<file path="src/rtl/intc_prio_arb.sv">
`default_nettype none
// +----------------------------------------------------------------------------+
// | intc_prio_arb : multi-source interrupt controller, fixed-priority arbiter  |
// |                 with per-CPU threshold, NMI and req/ack handshake.         |
// | Revision      : 1.0                                                        |
// +----------------------------------------------------------------------------+
module intc_prio_arb #(
    parameter int          SRC_NUM  = 32,
    parameter int          CPU_NUM  = 1,
    parameter int          PRIO_W   = 4,
    parameter logic [7:0]  VEC_BASE = 8'h40,
    parameter logic [7:0]  NMI_VEC  = 8'h0B
) (
    input  logic                      clk,
    input  logic                      rst_n,
    input  logic [SRC_NUM-1:0]        intreq_i,
    input  logic [CPU_NUM-1:0]        intreq_nmi_i,
    input  logic                      bs_sel_i,
    input  logic                      bs_wr_i,
    input  logic [11:0]               bs_addr_i,
    input  logic [31:0]               bs_wdata_i,
    output logic [31:0]               bs_rdata_o,
    output logic [CPU_NUM-1:0]        intr_req_o,
    output logic [CPU_NUM-1:0][4:0]   intr_level_o,
    output logic [CPU_NUM-1:0][7:0]   intr_vec_o,
    input  logic [CPU_NUM-1:0]        inta_ack_i
);

    localparam int IDX_W = (SRC_NUM > 1) ? $clog2(SRC_NUM) : 1;

    typedef enum logic [1:0] {
        ST_IDLE = 2'd0,
        ST_REQ  = 2'd1,
        ST_GAP  = 2'd2
    } state_t;

    logic [SRC_NUM-1:0] req_s1_q, req_s2_q, req_s3_q;
    logic [SRC_NUM-1:0] ie_q, idt_q, pend_q, pend_d;
    logic [SRC_NUM-1:0] w_sint, w_w1c, w_ack_clr;
    logic [CPU_NUM-1:0] nmi_s1_q, nmi_s2_q, nmi_s3_q, nmi_pend_q, nmi_pend_d;
    logic [PRIO_W-1:0]  prio_q [SRC_NUM];
    logic [2:0]         tgt_q  [SRC_NUM];
    logic [3:0]         thr_q  [CPU_NUM];
    logic [31:0]        rdata_q, w_rdata;

    state_t             state_q [CPU_NUM];
    state_t             state_d [CPU_NUM];
    logic [7:0]         vec_q [CPU_NUM], vec_d [CPU_NUM];
    logic [4:0]         lvl_q [CPU_NUM], lvl_d [CPU_NUM];
    logic [IDX_W-1:0]   idx_q [CPU_NUM], idx_d [CPU_NUM];
    logic [CPU_NUM-1:0] nmi_shown_q, nmi_shown_d;

    logic [CPU_NUM-1:0] w_win_vld;
    logic [IDX_W-1:0]   w_win_idx  [CPU_NUM];
    logic [PRIO_W-1:0]  w_win_prio [CPU_NUM];

    logic [9:0] w_word;
    logic       w_wr, w_rd, w_addr_unused;

    assign w_word        = bs_addr_i[11:2];
    assign w_wr          = bs_sel_i & bs_wr_i;
    assign w_rd          = bs_sel_i & ~bs_wr_i;
    assign w_addr_unused = ^bs_addr_i[1:0];

    // Bus decode for the bitmap registers and read mux.
    always_comb begin
        w_sint  = '0;
        w_w1c   = '0;
        w_rdata = '0;
        for (int i = 0; i < SRC_NUM; i++) begin
            w_sint[i] = w_wr && (w_word == 10'(48 + i / 32)) && bs_wdata_i[i % 32];
            w_w1c[i]  = w_wr && (w_word == 10'(32 + i / 32)) && bs_wdata_i[i % 32];
            if (w_word == 10'(i / 32))      w_rdata[i % 32] = ie_q[i];
            if (w_word == 10'(16 + i / 32)) w_rdata[i % 32] = idt_q[i];
            if (w_word == 10'(32 + i / 32)) w_rdata[i % 32] = pend_q[i];
            if (w_word == 10'(64 + i)) begin
                w_rdata[PRIO_W-1:0] = prio_q[i];
                w_rdata[18:16]      = tgt_q[i];
            end
        end
        for (int c = 0; c < CPU_NUM; c++) begin
            if (w_word == 10'(512 + c)) w_rdata[3:0] = thr_q[c];
        end
    end

    // An ack retires exactly the source that was on the outputs that cycle.
    always_comb begin
        w_ack_clr  = '0;
        nmi_pend_d = nmi_pend_q;
        for (int c = 0; c < CPU_NUM; c++) begin
            if (state_q[c] == ST_REQ && inta_ack_i[c]) begin
                if (nmi_shown_q[c]) nmi_pend_d[c] = 1'b0;
                else                w_ack_clr[idx_q[c]] = 1'b1;
            end
            if (nmi_s2_q[c] && !nmi_s3_q[c]) nmi_pend_d[c] = 1'b1;
        end
    end

    // Set beats clear; level sources simply follow their synchronised input.
    always_comb begin
        pend_d = pend_q;
        for (int i = 0; i < SRC_NUM; i++) begin
            if (idt_q[i]) begin
                if ((req_s2_q[i] && !req_s3_q[i]) || w_sint[i]) pend_d[i] = 1'b1;
                else if (w_w1c[i] || w_ack_clr[i])              pend_d[i] = 1'b0;
            end else begin
                pend_d[i] = req_s2_q[i];
            end
        end
    end

    // Strict '>' keeps the lowest index on a priority tie.
    always_comb begin
        for (int c = 0; c < CPU_NUM; c++) begin
            w_win_vld[c]  = 1'b0;
            w_win_idx[c]  = '0;
            w_win_prio[c] = '0;
            for (int i = 0; i < SRC_NUM; i++) begin
                if (pend_q[i] && ie_q[i] && (tgt_q[i] == 3'(c)) &&
                    (4'(prio_q[i]) > thr_q[c]) && (prio_q[i] > w_win_prio[c])) begin
                    w_win_vld[c]  = 1'b1;
                    w_win_idx[c]  = IDX_W'(i);
                    w_win_prio[c] = prio_q[i];
                end
            end
        end
    end

    always_comb begin
        for (int c = 0; c < CPU_NUM; c++) begin
            state_d[c]     = state_q[c];
            vec_d[c]       = '0;
            lvl_d[c]       = '0;
            idx_d[c]       = idx_q[c];
            nmi_shown_d[c] = 1'b0;
            case (state_q[c])
                ST_IDLE, ST_REQ: begin
                    if (state_q[c] == ST_REQ && inta_ack_i[c]) begin
                        state_d[c] = ST_GAP;
                    end else if (nmi_pend_q[c]) begin
                        state_d[c]     = ST_REQ;
                        vec_d[c]       = NMI_VEC;
                        lvl_d[c]       = 5'd16;
                        nmi_shown_d[c] = 1'b1;
                    end else if (w_win_vld[c]) begin
                        state_d[c] = ST_REQ;
                        vec_d[c]   = VEC_BASE + 8'(w_win_idx[c]);
                        lvl_d[c]   = 5'(w_win_prio[c]);
                        idx_d[c]   = w_win_idx[c];
                    end else begin
                        state_d[c] = ST_IDLE;
                    end
                end
                ST_GAP:  state_d[c] = ST_IDLE;
                default: state_d[c] = ST_IDLE;
            endcase
        end
    end

    always_ff @(posedge clk or negedge rst_n) begin
        if (!rst_n) begin
            req_s1_q    <= '0;
            req_s2_q    <= '0;
            req_s3_q    <= '0;
            nmi_s1_q    <= '0;
            nmi_s2_q    <= '0;
            nmi_s3_q    <= '0;
            ie_q        <= '0;
            idt_q       <= '0;
            pend_q      <= '0;
            nmi_pend_q  <= '0;
            nmi_shown_q <= '0;
            rdata_q     <= '0;
            for (int i = 0; i < SRC_NUM; i++) begin
                prio_q[i] <= '0;
                tgt_q[i]  <= '0;
            end
            for (int c = 0; c < CPU_NUM; c++) begin
                thr_q[c]   <= '0;
                state_q[c] <= ST_IDLE;
                vec_q[c]   <= '0;
                lvl_q[c]   <= '0;
                idx_q[c]   <= '0;
            end
        end else begin
            req_s1_q    <= intreq_i;
            req_s2_q    <= req_s1_q;
            req_s3_q    <= req_s2_q;
            nmi_s1_q    <= intreq_nmi_i;
            nmi_s2_q    <= nmi_s1_q;
            nmi_s3_q    <= nmi_s2_q;
            pend_q      <= pend_d;
            nmi_pend_q  <= nmi_pend_d;
            nmi_shown_q <= nmi_shown_d;
            rdata_q     <= w_rd ? w_rdata : 32'd0;
            for (int i = 0; i < SRC_NUM; i++) begin
                if (w_wr && w_word == 10'(i / 32))      ie_q[i]  <= bs_wdata_i[i % 32];
                if (w_wr && w_word == 10'(16 + i / 32)) idt_q[i] <= bs_wdata_i[i % 32];
                if (w_wr && w_word == 10'(64 + i)) begin
                    prio_q[i] <= bs_wdata_i[PRIO_W-1:0];
                    tgt_q[i]  <= bs_wdata_i[18:16];
                end
            end
            for (int c = 0; c < CPU_NUM; c++) begin
                if (w_wr && w_word == 10'(512 + c)) thr_q[c] <= bs_wdata_i[3:0];
                state_q[c] <= state_d[c];
                vec_q[c]   <= vec_d[c];
                lvl_q[c]   <= lvl_d[c];
                idx_q[c]   <= idx_d[c];
            end
        end
    end

    assign bs_rdata_o = rdata_q;

    generate
        for (genvar c = 0; c < CPU_NUM; c++) begin : g_cpu_out
            assign intr_req_o[c]   = (state_q[c] == ST_REQ);
            assign intr_level_o[c] = lvl_q[c];
            assign intr_vec_o[c]   = vec_q[c];
        end
    endgenerate

endmodule
`default_nettype wire

</file>
<file path="config.mk">
export PLATFORM = sky130hd
export DESIGN_NAME = intc_prio_arb
export DESIGN_NICKNAME = d
export VERILOG_FILES = /design/src/rtl/intc_prio_arb.sv
export SDC_FILE = /design/constraint.sdc
export NUM_CORES = 1
export LEC_CHECK = 0
export BUFFER_PORTS_ARGS = -buffer_cell sky130_fd_sc_hd__buf_2
export CAP_MARGIN = 20
export CORE_MARGIN = 4
export CORE_UTILIZATION = 30
export CTS_CLUSTER_SIZE = 30
export DETAILED_ROUTE_END_ITERATION = 10
export PLACE_DENSITY_LB_ADDON = 0.3
export SYNTH_ARGS = -nofsm -noshare
export SYNTH_HDL_FRONTEND = slang
export SYNTH_SLANG_ARGS = --single-unit
</file>
<file path="constraint.sdc">
create_clock -name clk -period 81.2 [get_ports clk]
set_input_delay 12.18 -clock clk [delete_from_list [all_inputs] [get_ports clk]]
set_output_delay 12.18 -clock clk [all_outputs]
set_load 0.03 [all_outputs]
</file>
# Word-level counts from Yosys, hierarchy flattened
# Cells that the tools add are included.
word_totals:
  reg_bits: 477
classes:
  bitwise: 5
  n_mux: 375
  addsub: 1
  eq_ne: 69
  n_lt_le_gt_ge: 66
  n_reduce_logical: 400
op_table:
  columns: ["op", "n"]
  rows:
  - ["$eq 10x7->1 const B", 32]
  - ["$logic_and 1x1->1", 264]
  - ["$mux 4", 66]
  - ["$gt 4x4->1", 63]
  - ["$mux 1", 234]
  - ["$mux 5", 33]
  - ["$logic_not 3->1", 32]
  - ["$mux 3", 32]
  - ["$mux 32", 3]
  - ["$ne 3x1->1 const B", 32]
  - ["$logic_or 1x1->1", 64]
  - ["$logic_not 1->1", 33]
  - ["$mux 8", 4]
  - ["$eq 10x6->1 const B", 2]
  - ["$eq 10x10->1 const B", 1]
  - ["$eq 10x5->1 const B", 1]
  - ["$logic_not 10->1", 1]
  - ["$add 7x5->8 const A", 1]
  - ["$lt 5x6->1 const B", 1]
  - ["$demux 1 s5", 1]
  - ["$ge 5x1->1 const B", 1]
  - ["$gt 4x1->1 const B", 1]
  - ["$mux 2", 2]
  - ["$reduce_and 4->1", 1]
  - ["7 further kinds", 11]

# Logic depth before layout (Yosys ltp)
# Gate-level depths: netlist of the first run.
depth:
  depth_word: 103
  ltp_mapped: 289

# Worst setup path after synthesis of the first run
# Ideal clock, no wire load.
synth_path:
  kind: "register -> register"
  startpoint: "register thr_q[3] in the netlist's numbering"
  endpoint: "register idx_q[1] in the netlist's numbering"
  required_time_ns: 81.073
  stages_incl_launch_ff: 264
  path_slack_ns: 33.018
  setup_ns: 0.127
  arrival_time_ns: 48.054
  synth_period_minus_slack_ns: 48.182
  path_cell_list: "dfrtp_1 -> inv_1 -> ha_1 -> nand4_1 -> nand4b_1 -> a2111o_1 -> nor2_1 -> nand2_1 -> ha_1 -> nor2b_1 -> o211ai_1 -> a221oi_4 -> mux2_2 -> ha_1 -> nand3_1 -> nor2_1 -> a21oi_1 -> o21a_1 -> (+228 left out) -> nand2b_1 -> a21oi_1 -> nor2_1 -> nand4_1 -> inv_1 -> a221oi_1 -> or2_1 -> ha_1 -> nor2b_1 -> o21ai_0 -> nand2b_1 -> a21oi_1 -> nor3_1 -> nor2_1 -> nand3_1 -> o31ai_4 -> inv_2 -> mux2_1"
synth_via:
  elab_chain_len: 98
synth_rtl:
  columns: ["element", "line_no", "source"]
  rows:
  - ["start, declared", "43", "logic [3:0] thr_q [CPU_NUM];"]
  - ["start signal, assigned by index", "205", "if (w_wr && w_word == 10'(512 + c)) thr_q[c] <= bs_wdata_i[3:0];"]
  - ["$gt 4x4->1", "120", "(4'(prio_q[i]) > thr_q[c]) && (prio_q[i] > w_win_prio[c])) begin"]
  - ["$logic_and 1x1->1", "119", "if (pend_q[i] && ie_q[i] && (tgt_q[i] == 3'(c)) &&"]
  - ["$logic_and 1x1->1", "120", null]
  - ["$mux 4", "119", null]
  - ["$gt 4x4->1", "120", null]
  - ["$logic_and 1x1->1", "120", null]
  - ["$mux 4", "119", null]
  - ["$gt 4x4->1", "120", null]
  - ["(+82 left out)", null, null]
  - ["$mux 4", "119", null]
  - ["$gt 4x4->1", "120", null]
  - ["$logic_and 1x1->1", "120", null]
  - ["$mux 4", "119", null]
  - ["$gt 4x4->1", "120", null]
  - ["$logic_and 1x1->1", "120", null]
  - ["$mux 1", "119", null]
  - ["$reduce_and 4->1 (no line)", null, null]
  - ["end signal, assigned by index", "209", "idx_q[c] <= idx_d[c];"]
  - ["end, declared", "50", "logic [IDX_W-1:0] idx_q [CPU_NUM], idx_d [CPU_NUM];"]
# Several ways; a longest one is shown, not always the timed one.
# A chain may end at the register's enable or synchronous reset.

==> results of run 1 <==
[sequential cells by signal, summed over array words and instances, names as in the netlist]
| signal | count |
|---|---|
| ie_q | 32 |
| pend_q | 32 |
| intr_level_o | 5 |
| req_s3_q | 32 |
| nmi_s3_q | 1 |
| nmi_pend_q | 1 |
| state_q | 2 |
| thr_q | 4 |
| req_s2_q | 32 |
| idx_q | 5 |
| tgt_q | 96 |
| intr_vec_o | 6 |
| nmi_s2_q | 1 |
| prio_q | 128 |
| bs_rdata_o | 32 |
| req_s1_q | 32 |
| idt_q | 32 |
| nmi_s1_q | 1 |
[power groups by stage]
stage / combinational [W] / clock, W / sequential (W)
CTS: 0.0000368 / 0.000252 / 0.000248
finish: 0.0000365 / 0.000247 / 0.000248
floorplan: 0.0000185 / 0 / 0.000251
global placement: 0.0000363 / 0 / 0.000252
detailed placement: 0.0000366 / 0 / 0.000252
global route: 0.0000400 / 0.000260 / 0.000248
[how the worst min path moves through the flow]
stage,slack [ps],from,endpoint,depth (start not counted)
6_report,350,req_s1_q[7]$_DFF_PN0_,req_s2_q[7]$_DFF_PN0_,0
2_1_floorplan,330,nmi_s1_q$_DFF_PN0_,nmi_s2_q$_DFF_PN0_,0
4_1_cts,340,req_s1_q[17]$_DFF_PN0_,req_s2_q[17]$_DFF_PN0_,0
5_1_grt,350,req_s1_q[14]$_DFF_PN0_,req_s2_q[14]$_DFF_PN0_,0
3_5_place_dp,330,req_s1_q[19]$_DFF_PN0_,req_s2_q[19]$_DFF_PN0_,0
3_3_place_gp,330,req_s1_q[22]$_DFF_PN0_,req_s2_q[22]$_DFF_PN0_,0
[metal layers]
layer / track usage [%] / vias up
met5: 0 / -
met3: 3.46 / 173
met1: 26.3 / 11730
met2: 29.0 / 753
met4: 5.02 / 8
li1: - / 11013
[cell usage in the layout, fill, tap and decap left out, types with 11 or more instances in the layout]
| master | n |
|---|---|
| o21a_1 | 36 |
| ha_1 | 224 |
| nor2_1 | 210 |
| and2_1 | 17 |
| a32o_1 | 33 |
| a211o_1 | 12 |
| mux2_2 | 256 |
| nand4_1 | 59 |
| a222oi_1 | 15 |
| nor2b_1 | 51 |
| a221oi_1 | 15 |
| buf_2 | 126 |
| a21oi_1 | 125 |
| inv_1 | 145 |
| clkbuf_16 | 50 |
| a22o_1 | 37 |
| a21o_1 | 31 |
| or2_2 | 12 |
| nor4_1 | 12 |
| clkinv_2 | 15 |
| xor2_1 | 11 |
| o21ai_0 | 161 |
| a31oi_1 | 24 |
| a22oi_1 | 54 |
| o211ai_1 | 29 |
| mux2i_1 | 56 |
| dfrtp_1 | 474 |
| buf_4 | 29 |
| nand3_1 | 57 |
| nand2b_1 | 37 |
| nor3_1 | 71 |
| and3_1 | 19 |
| a211oi_1 | 24 |
| nand2_1 | 279 |
[cell families after synthesis]
family          share of synthesized area [%]
mux                                      12.1
fa+ha+maj                                9.79
flops                                    40.8
simple gates                             14.5
compound gates                           18.4
buf+inv                                  3.70
other cells                            0.0129
xor+xnor                                0.633
[area by class of cell]
class                           count  area, um^2  area share [%]
Sequential cell                   474       11900            36.1
Clock inverter                     32         397            1.21
Antenna cell                        1        2.50         0.00761
Tap cell                         1265        1580            4.82
Multi-Input combinational cell   2182       16200            49.2
Timing Repair Buffer              167         991            3.01
Inverter                          146         548            1.67
Clock buffer                       58        1330            4.05
[per-stage QoR]
step	power [W]	util [%]	worst slack [ps]	area [um^2]	cells
2_1_floorplan	0.000269	-	33020	29100	2911
3_3_place_gp	0.000288	32.4	24070	31000	4218
3_5_place_dp	0.000289	32.5	23810	31000	4221
4_1_cts	0.000536	34.3	23550	32700	4311
5_1_grt	0.000548	34.4	18140	32900	4324
6_report	0.000531	34.4	22960	32900	4325
[worst max-delay path: cells and delay by family (launching register included)]
family                   cells  cell delay, ps
flip-flops                   1             460
adder cells (fa/ha/maj)     36           10210
multiplexers                12            4340
buffers and inverters       24            2320
AO/OA/AOI/OAI              111           25620
AND/OR/NAND/NOR             79           15090
==> flow_summary.yaml, run 1 <==
layout:
  nFillCells: 9762
  drive_above_1_share_pct: 19.3
  fin_nets: 3327
  syn2layout_area_growth_pct: 13.1
placement:
  gp_congestion: 0.927
  port_buffers: 123
  dp_hpwl_um: 71500
clocking:
  htree_num_levels: 2
  cts.path.max_buffers: 3
  clk_latency_ps: 620
  cts_tree: "yes"
  cts_inserted_buffers: 50
  clk_pin_slew_ps: 60
  cts_num_sinks: 474
  root_buffer: "clkbuf_16"
  cts_resized: 0
  post-cts-setup-buffer-count: 0
  hold_buffers: 0
grt:
  grt_overflow: 0
  grt_usage_pct: 18.5
  grt_max_degree: 152
  antenna_found_initial: 9
  grt_pass1_vias: 23016
  grt_pass1_wl_um: 147000
timing:
  worst_slew_pin_slew_ps: 1170
  slew_headroom_pct: 21.9
  skew_ps: 20.0
  drv_slew: 0
  timing.final.hold_violations: 0
  period_needed_ps: 58240
  hold_slack_ps: 346
  setup_tns_ps: 0
  rsz0062_at_grt: "false"
  timing.fmax_mhz: 17.2
  period_share_pct: 71.7
  setup_viol: 0
power:
  p_sw_w: 0.000134
  clkPwrFrac_pct: 46.5
  pwr-share-seq_pct: 46.7
  power-per-cell-area_nw_per_um2: 16.2
  worst_ir_drop_vdd_mv: 0.0168
  internal_power_w: 0.000397
  p_sw_share_pct: 25.3
  static-leakage-power_nw: 15.2
  combPwrFrac_pct: 6.9
synthesis:
  synth_top_cell_by_area: "dfrtp_1"
  synthTopCellsByCount: "dfrtp_1 (474), nand2_1 (281), mux2_2 (256)"
  ys_seq_elements: 474
  synth.most_common_cell: "dfrtp_1"
  async_flop_share_pct: 100
  ys_seq_area_share_pct: 40.8
  synth_top_area_share_pct: 40.8
  ys_types: 125
  ys_warn_count: 0
  synthCells: 2910
  synth_ff_type: "dfrtp_1"
  synthTopCellsByArea: "dfrtp_1 (41%), mux2_2 (9.9%), ha_1 (9.6%), nand2_1 (3.6%), o21ai_0 (2.8%)"
  syn_area_per_cell_um2: 9.98
  synth_edf_count: 0
  netlist_area_um2: 29100
critical_path:
  cp-endpoint: "intr_vec_o[1]$_DFF_PN0_"
  startpoint: "thr_q[2]$_DFFE_PN0P_"
  crit_arrival_ps: 58740
  critPathMaxStageDelay_ps: 750
  critical_path.startpoint_type: "flop"
  r2r-end: "intr_vec_o[1]$_DFF_PN0_"
  end_kind: "flop"
  critPathMaxFanout: 14
  cp_slowest_cell: "a221oi_4"
  cpMostUsedCell: "ha_1"
  path_class: "flop to flop"
  r2r_slack_ps: 22960
  worstReg2RegStart: "thr_q[2]$_DFFE_PN0P_"
  r2r_cells: 262
  cp.required_ps: 81690
floorplanning:
  dieArea_um2: 102000
  die_height_um: 319
  row_count: 113
  core_area_um2: 95600
  die_w_um: 319
  pin_count: 128
  start_util_pct: 30.4
routing:
  drt-wirelength-per-cell_um: 22.5
  vias: 23677
  route.top_layer_used: "met5"
  ant_nets: 0
  vias_per_cell: 5.47
  routed_wl_um: 97500
  drtIter0Drc: 2168
  met3_length_um: 6150
  wl_met2_um: 43100
  wl_met1_um: 45500
  firstDrtPassIters: 6
  drcViolationCount: 0
outcome:
  status: "finished, final reports clean"
worst_hold_path:
  hp-class: "flop to flop"
job:
  cap_violations: 0
Note: power is estimated with default switching activity, not from simulation.
==> run 2: changes to the inputs <==
- ABC_AREA: not set -> 1
- clock period: 81.2 -> 57.8 ns (I/O delays scaled with it)
==> flow_summary.yaml, run 2 <==
clocking:
  htree_num_levels: 2
  cts_resized: 0
  hold_buffers: 0
  cts_inserted_buffers: 48
  cts_tree: "yes"
  clk_latency_ps: 610
  cts_num_sinks: 474
  cts.path.max_buffers: 3
  post-cts-setup-buffer-count: 0
  root_buffer: "clkbuf_16"
  clk_pin_slew_ps: 70
critical_path:
  crit_arrival_ps: 36580
  cp.required_ps: 58290
  path_class: "flop to flop"
  critical_path.startpoint_type: "flop"
  cpMostUsedCell: "nand2_2"
  critPathMaxFanout: 11
  end_kind: "flop"
  cp_slowest_cell: "o21ai_0"
  critPathMaxStageDelay_ps: 420
power:
  static-leakage-power_nw: 15.5
  power_w: 0.000714
  power-per-cell-area_nw_per_um2: 22.3
  worst_ir_drop_vdd_mv: 0.0256
timing:
  timing.final.hold_violations: 0
  worst_slew_pin_slew_ps: 980
  skew_ps: 27.6
  period_share_pct: 62.4
  setup_viol: 0
  period_needed_ps: 36090
  slew_headroom_pct: 34.7
  drv_slew: 0
  timing.fmax_mhz: 27.7
  setup_tns_ps: 0
  rsz0062_at_grt: "false"
placement:
  port_buffers: 123
  gp_congestion: 0.844
  dp_hpwl_um: 64600
outcome:
  status: "finished, final reports clean"
floorplanning:
  pin_count: 128
  die_height_um: 317
  core_area_um2: 93900
  start_util_pct: 30.5
  row_count: 112
  die_w_um: 317
  dieArea_um2: 100000
layout:
  top_register: "prio_q"
  syn2layout_area_growth_pct: 12.2
  top_regs: "prio_q: 128 flops, tgt_q: 96 flops"
  fin_nets: 3949
  layout_commonest_cell: "nand2_1"
  drive_above_1_share_pct: 11.9
  largest_reg_flops: 128
  layout_common_cells: "nand2_1 (752), o21ai_0 (522), dfrtp_1 (474), inv_1 (429), ha_1 (224)"
synthesis:
  synthTopCellsByCount: "nand2_1 (754), o21ai_0 (522), dfrtp_1 (474)"
  synth_top_cell_by_area: "dfrtp_1"
  ys_seq_area_share_pct: 41.5
  synth_ff_type: "dfrtp_1"
  ys_warn_count: 0
  syn_area_per_cell_um2: 8.05
  ys_types: 45
  async_flop_share_pct: 100
  synthCells: 3552
  synth.most_common_cell: "nand2_1"
  ys_seq_elements: 474
  netlist_area_um2: 28600
  synth_edf_count: 0
  synth_top_area_share_pct: 41.5
  synthTopCellsByArea: "dfrtp_1 (41%), nand2_1 (9.9%), ha_1 (9.8%), o21ai_0 (9.1%), inv_1 (5.6%)"
grt:
  antenna_found_initial: 8
  grt_usage_pct: 17.5
  grt_pass1_wl_um: 138000
  grt_pass1_vias: 23795
  grt_overflow: 0
  grt_max_degree: 127
routing:
  ant_nets: 0
  met3_length_um: 5420
  routed_wl_um: 88200
  wl_met1_um: 40700
  route.top_layer_used: "met5"
  drcViolationCount: 0
  vias: 24659
  vias_per_cell: 4.99
  drt-wirelength-per-cell_um: 17.9
  drtIter0Drc: 2127
  wl_met2_um: 39700
  firstDrtPassIters: 6
worst_hold_path:
  hp-class: "flop to flop"
job:
  cap_violations: 0
[run 2: worst max-delay path: cells and delay by family (launching register included)]
family                   cells  cell delay [ps]
AND/OR/NAND/NOR            134            15840
adder cells (fa/ha/maj)     32            10190
buffers and inverters       32             1640
flip-flops                   1              390
AO/OA/AOI/OAI               59             7880
[run 2: report_power, final]
part | total [W] | switching (W) | internal, W
combinational | 0.0000451 | 0.0000325 | 0.0000125
clock | 0.000323 | 0.000142 | 0.000181
sequential | 0.000346 | 0.00000572 | 0.000340
total | 0.000714 | 0.000180 | 0.000534
[run 2: layout make-up]
class	instances	area [um^2]
repair buffers	156	873
multi-input cells	2520	14500
fillers	9877	61800
diodes	6	15.0
well taps	1254	1570
clock buffers	62	1360
clock inverters	24	249
flip-flops and latches	474	11900
inverters	443	1670
[run 2: final timing paths]
kind	from	to	slack (ps)	cells after the start
worst min-delay path	req_s1_q[14]$_DFF_PN0_	req_s2_q[14]$_DFF_PN0_	340	0
worst max register to register	thr_q[3]$_DFFE_PN0P_	idx_q[2]$_DFFE_PN0P_	21710	257
min in group asynchronous	rst_n	req_s1_q[28]$_DFF_PN0_	8150	1
worst max-delay path	thr_q[3]$_DFFE_PN0P_	idx_q[2]$_DFFE_PN0P_	21710	257
max in group asynchronous	rst_n	prio_q[94]$_DFFE_PN0P_	47220	3
worst min register to register	req_s1_q[14]$_DFF_PN0_	req_s2_q[14]$_DFF_PN0_	340	0
[run 2: through the flow]
step	hold slack [ps]	cells	setup WS [ps]	cell area, um^2	util, %
2_1_floorplan	331	3553	25400	28600	-
3_3_place_gp	332	4846	21850	30500	32.4
3_5_place_dp	335	4847	21680	30500	32.4
4_1_cts	337	4933	21480	32100	34.2
5_1_grt	348	4933	17340	32100	34.2
6_report	335	4939	21710	32100	34.2
[run 2: cells by family after synthesis]
kind of cell | after synthesis | synth area share [%]
AND/OR/NAND/NOR | 1410 | 23.2
AO/OA/AOI/OAI | 884 | 17.5
buffers and inverters | 559 | 7.96
flip-flops | 474 | 41.5
adder cells (fa/ha/maj) | 224 | 9.80
other | 1 | 0.0131
[run 2: metal layers]
metal	global-route usage (%)	vias up
met3	2.31	122
met2	28.3	609
li1	-	12240
met1	24.7	11684
met4	4.57	4
met5	0	-
==> run 3: changes to the inputs <==
- clock period: 57.8 -> 30 ns (I/O delays scaled with it)
==> flow_summary.yaml, run 3 (synthesis gave the netlist of run 2 again) <==
critical_path:
  cp.required_ps: 30470
  cp_num_buf_inv: 37
  crit_arrival_ps: 31220
  critPathMaxFanout: 8
  r2r_slack_ps: -750
  path_class: "flop to flop"
  critical-path-top-delay-family: "simple AND/OR/NAND/NOR gates"
  cp_slowest_cell: "dfrtp_1"
  critPathMaxStageDelay_ps: 390
  cpMostUsedCell: "nand2_2"
  critical_path.startpoint_type: "flop"
  end_kind: "flop"
timing:
  worst_slew_pin_slew_ps: 1030
  drv_slew: 0
  setup_slack_ps: -749
  slew_headroom_pct: 30.9
  setup_viol: 16
  period_needed_ps: 30750
  period_share_pct: 102
  timing.fmax_mhz: 32.5
  rsz0062_at_grt: "true"
  skew_ps: 29.6
  timing.final.hold_violations: 0
placement:
  place_ws_ps: -1660
  port_buffers: 123
  dp.cells: 5108
  gp_congestion: 0.853
  dp_hpwl_um: 66300
routing:
  vias_per_cell: 4.93
  drcViolationCount: 0
  drt-wirelength-per-cell_um: 17.3
  firstDrtPassIters: 7
  drtIter0Drc: 1909
  vias: 26665
  ant_nets: 0
  routed_wl_um: 93300
power:
  power_w: 0.00136
  p_sw_w: 0.000343
  worst_ir_drop_vdd_mv: 0.0467
  clkPwrFrac_pct: 44.2
  static-leakage-power_nw: 17.7
  pwr-share-seq_pct: 48.9
  power-per-cell-area_nw_per_um2: 37.2
  p_sw_share_pct: 25.2
  combPwrFrac_pct: 6.9
  internal_power_w: 0.00102
floorplanning:
  die_w_um: 317
  core_area_um2: 93900
  dieArea_um2: 100000
  row_count: 112
  die_height_um: 317
  pin_count: 128
  start_util_pct: 30.5
layout:
  largest_reg_flops: 128
  nFillCells: 9594
  register_area_um2: 11900
  layoutNonFillerInstCount: 5409
  drive_above_1_share_pct: 25.6
  syn2layout_area_growth_pct: 28.1
  finish.utilization_pct: 39.0
  top_register: "prio_q"
  layout_commonest_cell: "nand2_1"
  multi_input_area_um2: 15500
  layout_common_cells: "nand2_1 (703), buf_4 (494), dfrtp_1 (473), o21ai_0 (449), inv_1 (419)"
  top_regs: "prio_q: 128 flops, tgt_q: 96 flops"
  fin_nets: 4421
clocking:
  root_buffer: "clkbuf_16"
  cts_inserted_buffers: 47
  clk_pin_slew_ps: 60
  cts_tree: "yes"
  cts.path.max_buffers: 3
  htree_num_levels: 2
  clk_latency_ps: 600
  cts_num_sinks: 474
  hold_buffers: 0
worst_hold_path:
  hp-class: "flop to flop"
outcome:
  violations: "setup timing"
  status: "finished with violations"
grt:
  grt_pass1_wl_um: 147000
  grt_overflow: 0
  grt_max_degree: 95
  grt_usage_pct: 18.4
  antenna_found_initial: 8
  grt_pass1_vias: 25757
job:
  cap_violations: 0
==> run 3: cell types whose count changed in the layout (fill, tap and decap cells not counted), moves of 23 or more <==
cell     before  now
ha_4          0   27
ha_1        224  197
o21ai_2       0   44
o21ai_1       8   31
nand2_1     752  703
o21ai_0     522  449
nand2_4      19   52
buf_4        33  494
==> run 3: final timing paths <==
path / from / to / depth (start not counted)
min in group asynchronous: rst_n / req_s2_q[28]$_DFF_PN0_ / 1
setup / recovery: thr_q[1]$_DFFE_PN0P_ / intr_level_o[2]$_DFF_PN0_ / 262
hold / removal: req_s1_q[31]$_DFF_PN0_ / req_s2_q[31]$_DFF_PN0_ / 0
max in group asynchronous: rst_n / tgt_q[73]$_DFFE_PN0P_ / 4
hold reg to reg: req_s1_q[31]$_DFF_PN0_ / req_s2_q[31]$_DFF_PN0_ / 0
setup reg to reg: thr_q[1]$_DFFE_PN0P_ / intr_level_o[2]$_DFF_PN0_ / 262
==> run 3: cell type report <==
class,count,area share (%)
Antenna cell,5,0.0341
Tap cell,1254,4.28
Timing Repair inverter,1,0.0444
Clock buffer,65,3.72
Sequential cell,474,32.4
Inverter,443,4.59
Timing Repair Buffer,626,12.1
Multi-Input combinational cell,2522,42.3
Clock inverter,19,0.505
==> run 3: power groups by stage <==
stage | sequential (W) | combinational [W] | clock, W
floorplan | 0.000679 | 0.0000452 | 0
global placement | 0.000678 | 0.0000892 | 0
detailed placement | 0.000679 | 0.0000904 | 0
CTS | 0.000667 | 0.0000923 | 0.000617
global route | 0.000668 | 0.000106 | 0.000641
finish | 0.000667 | 0.0000939 | 0.000604
==> run 3: metal layers <==
| layer | share of wire, % | track usage, % | up-vias |
|---|---|---|---|
| li1 | - | - | 13198 |
| met1 | 46 | 25.3 | 12667 |
| met2 | 46 | 30.7 | 660 |
| met3 | 5.3 | 2.39 | 138 |
| met4 | 2.7 | 4.59 | 2 |
| met5 | 0.014 | 0 | - |
==> run 3: repair_timing <==
item / CTS / global route
buffers inserted: 174 / 39
hold endpoints to repair: 0 / 0
endpoints found under the setup margin: 16 / 16
pin swaps: 85 / 50
gates cloned: 3 / 0
resized for setup: 98 / 76
==> run 3: stage by stage <==
stage               TNS [ps]  hold slack, ps  area, um^2
floorplan              -4880             331       28800
global placement      -23740             333       32700
detailed placement    -25500             335       32700
CTS                    -4950             349       35900
global route          -52830             352       36600
finish                -10710             344       36600
